### src/rtl/id_stage.sv
// ARM decode stage: 16x32 register file, decode, condition check, RAW hazard.
// Optional macro REG_BYPASS_EN: same-cycle WB write-through on reads.
module id_stage #(
  parameter int REG_COUNT = 16,
  parameter int DATA_W    = 32
) (
  input  logic              clk,
  input  logic              rst,
  input  logic [31:0]       pc_in,
  input  logic [31:0]       instruction,
  input  logic [3:0]        status,
  input  logic              wb_wb_en,
  input  logic [3:0]        wb_dest,
  input  logic [DATA_W-1:0] wb_value,
  input  logic              exe_wb_en,
  input  logic [3:0]        exe_dest,
  input  logic              mem_wb_en,
  input  logic [3:0]        mem_dest,
  output logic [31:0]       pc,
  output logic              mem_r_en,
  output logic              mem_w_en,
  output logic              wb_en,
  output logic              status_w_en,
  output logic              branch_taken,
  output logic              imm,
  output logic [3:0]        exec_cmd,
  output logic [DATA_W-1:0] val_rn,
  output logic [DATA_W-1:0] val_rm,
  output logic [23:0]       signed_immed_24,
  output logic [3:0]        dest,
  output logic [11:0]       shift_operand,
  output logic [3:0]        src_1,
  output logic [3:0]        src_2,
  output logic              hazard
);

  logic [DATA_W-1:0] regfile_q [REG_COUNT];

  logic [3:0] cond;
  logic [1:0] mode;
  logic [3:0] opcode;
  logic       s_bit;
  logic       n_f, z_f, c_f, v_f;
  logic       cond_ok;
  logic       mem_r_raw, mem_w_raw, wb_raw, s_raw, br_raw;
  logic       uses_rn, two_src;
  logic       hit_rn, hit_rm;
  logic       bubble;

  assign cond   = instruction[31:28];
  assign mode   = instruction[27:26];
  assign opcode = instruction[24:21];
  assign s_bit  = instruction[20];
  assign {n_f, z_f, c_f, v_f} = status;

  assign pc              = pc_in;
  assign imm             = instruction[25];
  assign signed_immed_24 = instruction[23:0];
  assign dest            = instruction[15:12];
  assign shift_operand   = instruction[11:0];
  assign src_1           = instruction[19:16];
  assign src_2 = mem_w_raw ? instruction[15:12]
                           : instruction[3:0];

  // Register file: async clear, write from WB on rising edge
  always_ff @(posedge clk or posedge rst) begin
    if (rst) begin
      for (int i = 0; i < REG_COUNT; i++)
        regfile_q[i] <= '0;
    end else if (wb_wb_en) begin
      regfile_q[wb_dest] <= wb_value;
    end
  end

`ifdef REG_BYPASS_EN
  assign val_rn = (wb_wb_en && wb_dest == src_1)
                ? wb_value : regfile_q[src_1];
  assign val_rm = (wb_wb_en && wb_dest == src_2)
                ? wb_value : regfile_q[src_2];
`else
  assign val_rn = regfile_q[src_1];
  assign val_rm = regfile_q[src_2];
`endif

  // Instruction decode into raw (pre-bubble) control
  always_comb begin
    exec_cmd  = 4'b0000;
    mem_r_raw = 1'b0;
    mem_w_raw = 1'b0;
    wb_raw    = 1'b0;
    s_raw     = 1'b0;
    br_raw    = 1'b0;
    unique case (mode)
      2'b00: begin
        s_raw  = s_bit;
        wb_raw = 1'b1;
        unique case (opcode)
          4'b1101: exec_cmd = 4'b0001;
          4'b1111: exec_cmd = 4'b1001;
          4'b0100: exec_cmd = 4'b0010;
          4'b0101: exec_cmd = 4'b0011;
          4'b0010: exec_cmd = 4'b0100;
          4'b0110: exec_cmd = 4'b0101;
          4'b0000: exec_cmd = 4'b0110;
          4'b1100: exec_cmd = 4'b0111;
          4'b0001: exec_cmd = 4'b1000;
          4'b1010: begin
            exec_cmd = 4'b0100;
            wb_raw   = 1'b0;
          end
          4'b1000: begin
            exec_cmd = 4'b0110;
            wb_raw   = 1'b0;
          end
          default: begin
            wb_raw = 1'b0;
            s_raw  = 1'b0;
          end
        endcase
      end
      2'b01: begin
        exec_cmd  = 4'b0010;
        mem_r_raw = s_bit;
        wb_raw    = s_bit;
        mem_w_raw = !s_bit;
      end
      2'b10: br_raw = 1'b1;
      default: ;
    endcase
  end

  // Condition field evaluated against NZCV
  always_comb begin
    cond_ok = 1'b0;
    unique case (cond)
      4'b0000: cond_ok = z_f;
      4'b0001: cond_ok = !z_f;
      4'b0010: cond_ok = c_f;
      4'b0011: cond_ok = !c_f;
      4'b0100: cond_ok = n_f;
      4'b0101: cond_ok = !n_f;
      4'b0110: cond_ok = v_f;
      4'b0111: cond_ok = !v_f;
      4'b1000: cond_ok = c_f && !z_f;
      4'b1001: cond_ok = !c_f || z_f;
      4'b1010: cond_ok = (n_f == v_f);
      4'b1011: cond_ok = (n_f != v_f);
      4'b1100: cond_ok = !z_f && (n_f == v_f);
      4'b1101: cond_ok = z_f || (n_f != v_f);
      4'b1110: cond_ok = 1'b1;
      4'b1111: cond_ok = 1'b0;
    endcase
  end

  assign uses_rn = (mode != 2'b10) &&
    !(mode == 2'b00 &&
      (opcode == 4'b1101 || opcode == 4'b1111));
  assign two_src = !imm || mem_w_raw;

  // RAW match of both sources against in-flight writers
  always_comb begin
    hit_rn = (exe_wb_en && exe_dest == src_1) ||
             (mem_wb_en && mem_dest == src_1);
    hit_rm = (exe_wb_en && exe_dest == src_2) ||
             (mem_wb_en && mem_dest == src_2);
`ifndef REG_BYPASS_EN
    hit_rn = hit_rn || (wb_wb_en && wb_dest == src_1);
    hit_rm = hit_rm || (wb_wb_en && wb_dest == src_2);
`endif
  end

  assign hazard = (uses_rn && hit_rn) ||
                  (two_src && hit_rm);
  assign bubble = !cond_ok || hazard;

  assign mem_r_en     = mem_r_raw && !bubble;
  assign mem_w_en     = mem_w_raw && !bubble;
  assign wb_en        = wb_raw    && !bubble;
  assign status_w_en  = s_raw     && !bubble;
  assign branch_taken = br_raw    && !bubble;

endmodule
### config.mk
export PLATFORM = sky130hd
export DESIGN_NAME = id_stage
export DESIGN_NICKNAME = d
export VERILOG_FILES = /design/src/rtl/id_stage.sv
export SDC_FILE = /design/constraint.sdc
export NUM_CORES = 1
export LEC_CHECK = 0
export ABC_AREA = 1
export BUFFER_PORTS_ARGS = -buffer_cell sky130_fd_sc_hd__buf_2
export CELL_PAD_IN_SITES_DETAIL_PLACEMENT = 2
export CELL_PAD_IN_SITES_GLOBAL_PLACEMENT = 2
export CORE_MARGIN = 5
export CORE_UTILIZATION = 38
export DETAILED_ROUTE_END_ITERATION = 12
export PLACE_DENSITY_LB_ADDON = 0.1
export RECOVER_POWER = 100
export SLEW_MARGIN = 10
export SYNTH_ARGS = -nofsm -noshare
export SYNTH_HDL_FRONTEND = slang
export SYNTH_SLANG_ARGS = --single-unit
### constraint.sdc
create_clock -name clk -period 25.2 [get_ports clk]
set_input_delay 2.52 -clock clk [delete_from_list [all_inputs] [get_ports clk]]
set_output_delay 2.52 -clock clk [all_outputs]
set_load 0.02 [all_outputs]
==> results.sh, run 1 <==
export IMPL_outcome="finished, violations left"
export IMPL_violations="capacitance limit, slew limit"
export IMPL_grt_total_usage=0.304
export IMPL_top_regs="regfile_q: 512 flops"
export IMPL_insertion_delay_ns=0.59
export IMPL_dieArea_um2=82200
export IMPL_cts_hold_buffers=0
export IMPL_yosys_warnings=0
export IMPL_cts_tree="done"
export IMPL_slew_violations=2514
export IMPL_cts_made_buffers=66
export IMPL_grt_max_degree=137
export IMPL_finalSetupViolCount=0
export IMPL_antenna_found_initial=4
export IMPL_fp_dieH_um=287
export IMPL_hold_slack_ns=0.482
export IMPL_cts_buffer_depth=3
export IMPL_syn2layout_area_growth_pct=7.99
export IMPL_dr_pass1_iters=5
export IMPL_rsz0062_at_grt="false"
export IMPL_p_leak_nw=14.0
export IMPL_regMostFlops="regfile_q"
export IMPL_pre_cts_ws_ns=16.79
export IMPL_ant_nets=0
export IMPL_rr_startpoint="regfile_q[261]"
export IMPL_ioPinCount=272
export IMPL_hp_start="regfile_q[332]"
export IMPL_yosysSeqAreaShare=0.440
export IMPL_holdPathStages=2
export IMPL_synth_cell_type_count=35
export IMPL_port_buffers=183
export IMPL_vias_per_cell=5.99
export IMPL_start_util=0.383
export IMPL_drc=0
export IMPL_clkSlewWorstSetupHoldPaths_ns=0.05
export IMPL_power_density_nw_per_um2=85.7
export IMPL_vias=29200
export IMPL_peakVddDrop_mv=0.0605
export IMPL_max_slew_margin=-3.09
export IMPL_worst_setup_path_type="in2out"
export IMPL_p_total_mw=2.69
export IMPL_wl_per_cell_um=26.3
export IMPL_nets=3917
export IMPL_drive_gt1_frac=0.0657
export IMPL_fin_crit_sh=0.621
export IMPL_grt_overflow=0
export IMPL_syn_cell_area_um2=29100
export IMPL_cts_sinks=512
export IMPL_rows=101
export IMPL_n_fill_cell=8802
export IMPL_ys_seq_elements=512
export IMPL_crit_required_ns=22.68
export IMPL_netlist_instances=3919
export IMPL_grt_pass1_wl_um=196000
export IMPL_cts_root_buf="clkbuf_16"
export IMPL_gp_congestion=0.829
export IMPL_end_kind="output pin"
export IMPL_drt_total_wl_um=128000
export IMPL_final_min_clock_period_ns=15.65
export IMPL_finalInstanceArea_um2=31400
export IMPL_max_slew_worst_pin_slew_ns=6.14
export IMPL_holdPathEnd="regfile_q[332]"
export IMPL_largest_reg_flops=512
export IMPL_fmax_mhz=63.9
export IMPL_syn_avg_cell_area_um2=7.43
export IMPL_r2r_cells=2
export IMPL_crit_path_max_fanout=136
export IMPL_skew_ns=0
export IMPL_syn_nets=4036
export IMPL_htree_levels=3
export IMPL_worstSetupStartpointType="input pin"
export IMPL_regToRegSetupSlack_ns=24.21
export IMPL_fin_tns_setup_ns=0
export IMPL_core_area_um2=75900
export IMPL_r2r_end="regfile_q[261]"
export IMPL_cap_violations=39
export IMPL_grt_pass1_vias=32300
export IMPL_worst_slack_ns=9.55
export IMPL_hp_class="reg2reg"
export IMPL_cts_setup_buffers=0
export IMPL_drtIter0Drc=1839
export IMPL_dpl_hpwl_um=71500
export IMPL_placed_area_um2=29500
export IMPL_finalHoldViolCount=0
export IMPL_cts_resized_gates=0
export IMPL_die_w_um=287
export IMPL_crit_arrival_ns=13.13
[logic make-up after synthesis]
family,Yosys count,share of synthesized area
buffers and inverters,673,0.109
DFF,512,0.440
and+or+nand+nor,1235,0.173
xor gates and xnor gates,1,0.000301
AOI/OAI and AO/OA,1498,0.278
[final cells by class]
type	count	area [um^2]	share of cell area
tap	1030	1290	0.0410
inverter	258	977	0.0311
sequential	512	12800	0.408
timing repair buffer	228	1030	0.0327
clock inverter	13	131	0.00418
multi-input combinational	2734	13100	0.416
antenna	1	2.50	0.0000796
clock buffer	103	2110	0.0671
[cells in the final DEF (no fill, tap or decap)]
master,Yosys,routed
o21ai_1,84,71
clkbuf_1,201,130
buf_4,98,13
clkbuf_8,0,17
nand2_1,718,715
o21ai_0,925,938
o211ai_2,3,3
diode_2,0,1
nand2_2,4,8
nand3_2,1,2
o211ai_1,161,161
a21oi_2,11,11
clkinvlp_4,0,5
buf_2,71,98
inv_2,5,3
bufinv_16,0,2
o221ai_1,28,28
xor2_1,1,1
clkinv_4,0,1
inv_1,251,250
clkbuf_16,0,73
inv_4,0,2
a21oi_1,277,277
nor3_1,3,6
nand3_1,208,208
nor2_1,284,285
clkinvlp_2,0,1
nand2_4,7,6
o22ai_1,9,9
nor4_1,1,1
nand4_1,3,3
dfrtp_1,512,512
clkinv_2,0,7
nor2_4,1,1
[how the worst max path moves through the flow]
stage	startpoint	end	cells after the start
after CTS	instruction[27]	val_rm[28]	10
after floorplan	rst	regfile_q[0]	1
final	instruction[16]	val_rn[21]	8
after detailed placement	instruction[27]	val_rm[28]	10
after global routing	instruction[16]	val_rn[20]	8
after global placement	instruction[16]	val_rn[21]	8
[layer usage]
metal | vias up | routed length [um] | global-route usage | part of all wire
li1 | 12900 | - | - | -
met3 | 252 | 5820 | 0.0384 | 0.045
met5 | - | 12 | 0 | 0.000094
met1 | 15300 | 54900 | 0.384 | 0.43
met2 | 763 | 61900 | 0.530 | 0.48
met4 | 2 | 5530 | 0.125 | 0.043
[worst max-delay path: stages]
cell	delay (ns)
clkbuf_1	4.17
clkbuf_1	2.89
clkbuf_1	2.02
o21ai_0	0.32
a21oi_1	0.23
o22ai_1	0.13
o21ai_0	0.40
clkbuf_1	0.29
[power by group]
group / internal, mW / switching, mW
Sequential: 0.997 / 0.127
Clock: 0.595 / 0.388
Combinational: 0.188 / 0.399
Total: 1.78 / 0.914
[through the flow]
step                       util  instances
after detailed placement  0.389       4761
after global routing      0.414       4878
after floorplan               -       3919
after CTS                 0.418       4877
after global placement    0.389       4761
final                     0.414       4879
[cells in the mapped netlist]
cell type | instances | area share
nor2_2 | 1 | 0.00022
nor3_4 | 1 | 0.00056
o21ai_1 | 84 | 0.014
clkbuf_1 | 201 | 0.026
o211ai_1 | 161 | 0.042
buf_1 | 19 | 0.0024
o221ai_1 | 28 | 0.0084
dfrtp_1 | 512 | 0.44
buf_12 | 1 | 0.00069
nor3_1 | 3 | 0.00052
o21ai_0 | 925 | 0.16
xor2_1 | 1 | 0.00030
clkbuf_2 | 2 | 0.00034
nand3_1 | 208 | 0.036
nand3_2 | 1 | 0.00034
buf_8 | 2 | 0.0010
a21oi_1 | 277 | 0.048
buf_4 | 98 | 0.025
buf_6 | 21 | 0.0081
nand2_4 | 7 | 0.0027
nor2_1 | 284 | 0.037
clkinv_1 | 2 | 0.00026
a21oi_2 | 11 | 0.0033
o211ai_2 | 3 | 0.0013
nand4_1 | 3 | 0.00064
nand2_1 | 718 | 0.093
nor4_1 | 1 | 0.00022
nor2_4 | 1 | 0.00039
nor3_2 | 2 | 0.00069
o22ai_1 | 9 | 0.0019
nand3_4 | 1 | 0.00060
inv_2 | 5 | 0.00064
nand2_2 | 4 | 0.00086
inv_1 | 251 | 0.032
buf_2 | 71 | 0.012
(Power assumes the default switching activity.)
==> run 2: changes to the inputs <==
Settings changed: ABC_AREA 1 to 0, CORE_UTILIZATION 38 to 42.
Clock period 25.2 ns to 14.85 ns, I/O delays scaled along.
==> results.sh, run 2 <==
export IMPL_dr_pass1_iters=5
export IMPL_synth_top_cell_by_area="dfrtp_1"
export IMPL_synth_cell_type_count=47
export IMPL_start_util=0.422
export IMPL_core_area_um2=67000
export IMPL_vias_per_cell=6.16
export IMPL_violations="capacitance limit, slew limit"
export IMPL_drtIter0Drc=1001
export IMPL_peakVddDrop_mv=0.105
export IMPL_worst_setup_path_type="in2out"
export IMPL_async_reset_ff_frac=1.00
export IMPL_yosysTopAreaCellShare=0.453
export IMPL_synthTopCellsByArea="dfrtp_1 (45%), mux2_2 (20%), mux4_2 (13%)"
export IMPL_syn_avg_cell_area_um2=13.3
export IMPL_slew_violations=1294
export IMPL_multi_input_area_um2=14200
export IMPL_netlist_top_cells_count="dfrtp_1 (512), mux2_2 (512), mux2i_1 (205)"
export IMPL_cts_sinks=512
export IMPL_top_regs="regfile_q: 512 flops"
export IMPL_syn2layout_area_growth_pct=10.4
export IMPL_netlist_instances=2134
export IMPL_skew_ns=0
export IMPL_cts_buffer_depth=3
export IMPL_outcome="finished, violations left"
export IMPL_path_buf_inv=4
export IMPL_power_density_nw_per_um2=150
export IMPL_p_total_mw=4.70
export IMPL_crit_arrival_ns=8.80
export IMPL_slowest_delay_ns=2.24
export IMPL_largest_reg_flops=512
export IMPL_fin_crit_sh=0.693
export IMPL_swShare=0.299
export IMPL_cts_resized_gates=0
export IMPL_p_leak_nw=13.3
export IMPL_internal_power_mw=3.29
export IMPL_final_min_clock_period_ns=10.29
export IMPL_cts_hold_buffers=0
export IMPL_finalHoldViolCount=0
export IMPL_grt_pass1_wl_um=144000
export IMPL_regMostFlops="regfile_q"
export IMPL_dpl_hpwl_um=54100
export IMPL_rsz0062_at_grt="false"
export IMPL_gp_congestion=0.770
export IMPL_clkSlewWorstSetupHoldPaths_ns=0.06
export IMPL_rows=95
export IMPL_hp_class="reg2reg"
export IMPL_drt_total_wl_um=95500
export IMPL_finalSetupViolCount=0
export IMPL_regArea_um2=12800
export IMPL_drc=0
export IMPL_ys_seq_elements=512
export IMPL_syn_cell_area_um2=28300
export IMPL_grt_total_usage=0.258
export IMPL_path_common_cell="clkbuf_1"
export IMPL_seq_power_share=0.423
export IMPL_synth_edf_count=0
export IMPL_crit_path_max_fanout=61
export IMPL_final_common_cell="dfrtp_1"
export IMPL_drive_gt1_frac=0.401
export IMPL_cts_made_buffers=61
export IMPL_dieArea_um2=72700
export IMPL_grt_pass1_vias=21300
export IMPL_mostFrequentLayoutCells="dfrtp_1 (512), mux2_2 (505), mux2i_1 (205)"
export IMPL_clkPwrFrac=0.341
export IMPL_wl_per_cell_um=31.0
export IMPL_fmax_mhz=97.2
export IMPL_cts_setup_buffers=0
export IMPL_crit_required_ns=13.36
export IMPL_path_cells="clkbuf_1 -> or3b_1 -> mux2i_4 -> clkbuf_1 -> inv_1 -> nand2_1 -> o22ai_1 -> or4_1 -> clkbuf_1"
export IMPL_max_slew_margin=-3.42
export IMPL_antenna_found_initial=4
export IMPL_ioPinCount=272
export IMPL_vias=18900
export IMPL_fp_dieH_um=270
export IMPL_port_buffers=183
export IMPL_max_slew_worst_pin_slew_ns=6.63
export IMPL_ant_nets=0
export IMPL_end_kind="output pin"
export IMPL_grt_max_degree=115
export IMPL_synthFlopType="dfrtp_1"
export IMPL_crit_family="buffers and inverters"
export IMPL_htree_levels=2
export IMPL_worstSetupStartpointType="input pin"
export IMPL_yosysSeqAreaShare=0.453
export IMPL_hold_slack_ns=0.526
export IMPL_cp_slowest_cell="clkbuf_1"
export IMPL_cts_root_buf="clkbuf_16"
export IMPL_fin_tns_setup_ns=0
export IMPL_yosys_warnings=0
export IMPL_p_sw_mw=1.41
export IMPL_syn_nets=2251
export IMPL_grt_overflow=0
export IMPL_cap_violations=36
export IMPL_die_w_um=270
export IMPL_nets=2266
export IMPL_insertion_delay_ns=0.62
export IMPL_cts_tree="done"
export IMPL_n_fill_cell=6506
export IMPL_p_comb_frac=0.236
## run 2: cell types whose count changed after synthesis, moves of 160 or more
cell	delta
a21oi_1	-274
inv_1	-245
mux2_2	+512
mux2i_1	+205
mux4_2	+160
nand2_1	-566
nand3_1	-176
nor2_1	-265
o21ai_0	-919
## run 2: path summary, 6_finish.rpt
check | startpoint | endpoint | slack (ns) | cells past startpoint
worst max-delay path | instruction[26] | val_rm[30] | 4.56 | 9
worst min-delay path | regfile_q[484] | regfile_q[484] | 0.53 | 1
worst max register to register | regfile_q[454] | regfile_q[454] | 13.97 | 1
worst min register to register | regfile_q[484] | regfile_q[484] | 0.53 | 1
max in group asynchronous | rst | regfile_q[327] | 5.90 | 4
min in group asynchronous | rst | regfile_q[280] | 1.20 | 2
## run 2: layout make-up
cell class | instances | area share
inverter | 8 | 0.00124
antenna | 2 | 0.000160
multi-input combinational | 1347 | 0.453
sequential | 512 | 0.410
clock buffer | 92 | 0.0583
tap | 873 | 0.0349
clock inverter | 22 | 0.0107
timing repair buffer | 219 | 0.0314
## run 2: layer usage
metal,vias to the layer above,global-route usage,share of wire
met5,-,0,0.00028
li1,7981,-,-
met3,146,0.0323,0.041
met4,4,0.0672,0.024
met1,10400,0.346,0.43
met2,416,0.447,0.50
## run 2: cells by family (layout without fill, tap and decap cells)
logic type / count (synthesis) / count (layout) / synth area share
compound gates: 153 / 153 / 0.0357
xor+xnor: 35 / 35 / 0.0108
buf+inv: 275 / 341 / 0.0486
flops: 512 / 512 / 0.453
mux: 879 / 879 / 0.405
other cells: 0 / 2 / 0
simple gates: 280 / 280 / 0.0470
## run 2: power groups by stage
stage                     registers (mW)  logic, mW  clock network, mW
after floorplan                     1.91      0.873                  0
after global placement              1.97       1.08                  0
after detailed placement            2.00       1.12                  0
after CTS                           1.98       1.13               1.64
after global routing                2.03       1.20               1.70
final                               1.99       1.11               1.60
## run 2: per-stage QoR
step / worst slack [ns] / utilization / std cells / area (um^2)
2_1_floorplan: 6.41 / - / 2134 / 28300
3_3_place_gp: 7.61 / 0.438 / 2959 / 29400
3_5_place_dp: 7.51 / 0.438 / 2959 / 29400
4_1_cts: 7.46 / 0.470 / 3073 / 31500
5_1_grt: 3.87 / 0.466 / 3073 / 31200
6_report: 4.56 / 0.466 / 3075 / 31300
==> run 3: changes to the inputs <==
Settings changed: CORE_UTILIZATION 42 to 38.
Clock period 14.85 ns to 8.9 ns, I/O delays scaled along.
==> results.sh, run 3 (synthesis gave the netlist of run 2 again) <==
export IMPL_outcome="finished, violations left"
export IMPL_violations="capacitance limit, slew limit"
export IMPL_drive_gt1_frac=0.408
export IMPL_worstSetupStartpointType="input pin"
export IMPL_cts_setup_buffers=0
export IMPL_cts_resized_gates=0
export IMPL_grt_pass1_wl_um=144000
export IMPL_grt_total_usage=0.240
export IMPL_peakVddDrop_mv=0.143
export IMPL_fp_dieH_um=283
export IMPL_internal_power_mw=5.35
export IMPL_cts_tree="done"
export IMPL_fin_crit_sh=0.804
export IMPL_finalInstanceArea_um2=31300
export IMPL_start_util=0.381
export IMPL_syn2layout_area_growth_pct=10.5
export IMPL_grt_pass1_vias=21100
export IMPL_placed_area_um2=29500
export IMPL_gp_congestion=0.750
export IMPL_p_sw_mw=2.31
export IMPL_vias=18800
export IMPL_path_buf_inv=5
export IMPL_rsz0062_at_grt="false"
export IMPL_skew_ns=0
export IMPL_crit_arrival_ns=6.27
export IMPL_ant_nets=0
export IMPL_regMostFlops="regfile_q"
export IMPL_hp_class="reg2reg"
export IMPL_rr_startpoint="regfile_q[118]"
export IMPL_die_w_um=283
export IMPL_finalHoldViolCount=0
export IMPL_crit_path_max_fanout=100
export IMPL_seq_power_share=0.433
export IMPL_mostFrequentLayoutCells="dfrtp_1 (512), mux2_2 (506), mux2i_1 (205)"
export IMPL_crit_family="buffers and inverters"
export IMPL_drt_total_wl_um=96800
export IMPL_cap_violations=28
export IMPL_clkSlewWorstSetupHoldPaths_ns=0.06
export IMPL_drc=0
export IMPL_max_slew_margin=-1.59
export IMPL_antenna_found_initial=2
export IMPL_max_slew_worst_pin_slew_ns=3.89
export IMPL_final_common_cell="dfrtp_1"
export IMPL_p_total_mw=7.66
export IMPL_cp_slowest_cell="clkbuf_2"
export IMPL_fmax_mhz=140
export IMPL_cp_startpoint="instruction[26]"
export IMPL_cts_root_buf="clkbuf_16"
export IMPL_wl_per_cell_um=30.6
export IMPL_core_area_um2=74200
export IMPL_ioPinCount=272
export IMPL_r2r_cells=1
export IMPL_regToRegSetupSlack_ns=8.02
export IMPL_nets=2264
export IMPL_p_comb_frac=0.242
export IMPL_fin_util=0.421
export IMPL_grt_max_degree=157
export IMPL_port_buffers=183
export IMPL_grt_overflow=0
export IMPL_slew_violations=1064
export IMPL_dr_pass1_iters=4
export IMPL_dpl_hpwl_um=54000
export IMPL_dieArea_um2=80000
export IMPL_cts_sinks=512
export IMPL_final_min_clock_period_ns=7.16
export IMPL_cts_hold_buffers=0
export IMPL_r2r_end="regfile_q[118]"
export IMPL_slowest_delay_ns=1.27
export IMPL_finalSetupViolCount=0
export IMPL_vias_per_cell=5.93
export IMPL_worst_setup_path_type="in2out"
export IMPL_path_depth=10
export IMPL_power_density_nw_per_um2=245
export IMPL_cts_buffer_depth=3
export IMPL_top_regs="regfile_q: 512 flops"
export IMPL_p_leak_nw=13.3
export IMPL_fin_tns_setup_ns=0
export IMPL_cts_made_buffers=60
export IMPL_swShare=0.301
export IMPL_clkPwrFrac=0.325
export IMPL_path_cells="clkbuf_1 -> nor3b_1 -> mux2i_4 -> buf_4 -> inv_8 -> clkbuf_2 -> mux2i_1 -> o22ai_1 -> or4_1 -> buf_2"
export IMPL_largest_reg_flops=512
export IMPL_crit_required_ns=8.01
export IMPL_n_fill_cell=7341
export IMPL_drtIter0Drc=919
export IMPL_end_kind="output pin"
export IMPL_insertion_delay_ns=0.60
export IMPL_htree_levels=2
export IMPL_rows=100
export IMPL_hold_slack_ns=0.530
export IMPL_crit_end="val_rm[2]"
run 3: layer usage:
layer | GRT usage | routed length (um)
met5 | 0 | 21
met4 | 0.0512 | 1850
met3 | 0.0346 | 3370
met2 | 0.417 | 49100
met1 | 0.323 | 42500
run 3: cell type report:
cell class                 count  area [um^2]  share of cell area
sequential                   512        12800               0.410
antenna                        1         2.50           0.0000800
clock buffer                  90         1750              0.0561
clock inverter                16          223             0.00712
inverter                       8         38.8             0.00124
tap                          969         1210              0.0388
timing repair buffer         218         1030              0.0329
multi-input combinational   1347        14200               0.454
run 3: power groups by stage:
| stage | clock network [mW] | registers (mW) | logic, mW |
|---|---|---|---|
| 6_report | 2.49 | 3.31 | 1.86 |
| 5_1_grt | 2.67 | 3.38 | 2.01 |
| 4_1_cts | 2.57 | 3.30 | 1.91 |
| 3_5_place_dp | 0 | 3.34 | 1.89 |
| 3_3_place_gp | 0 | 3.29 | 1.84 |
| 2_1_floorplan | 0 | 3.18 | 1.46 |
run 3: how the worst min path moves through the flow:
stage	from	to	slack, ns	depth (start not counted)
2_1_floorplan	regfile_q[479]	regfile_q[479]	0.50	1
3_3_place_gp	regfile_q[243]	regfile_q[243]	0.51	1
3_5_place_dp	regfile_q[123]	regfile_q[123]	0.52	1
4_1_cts	rst	regfile_q[311]	0.36	2
5_1_grt	regfile_q[63]	regfile_q[63]	0.55	1
6_report	regfile_q[129]	regfile_q[129]	0.53	1
run 3: stage by stage:
stage | cells | worst slack, ns
floorplan | 2134 | 1.06
global placement | 3054 | 2.94
detailed placement | 3054 | 2.90
CTS | 3160 | 2.87
global route | 3160 | 1.34
finish | 3161 | 1.74
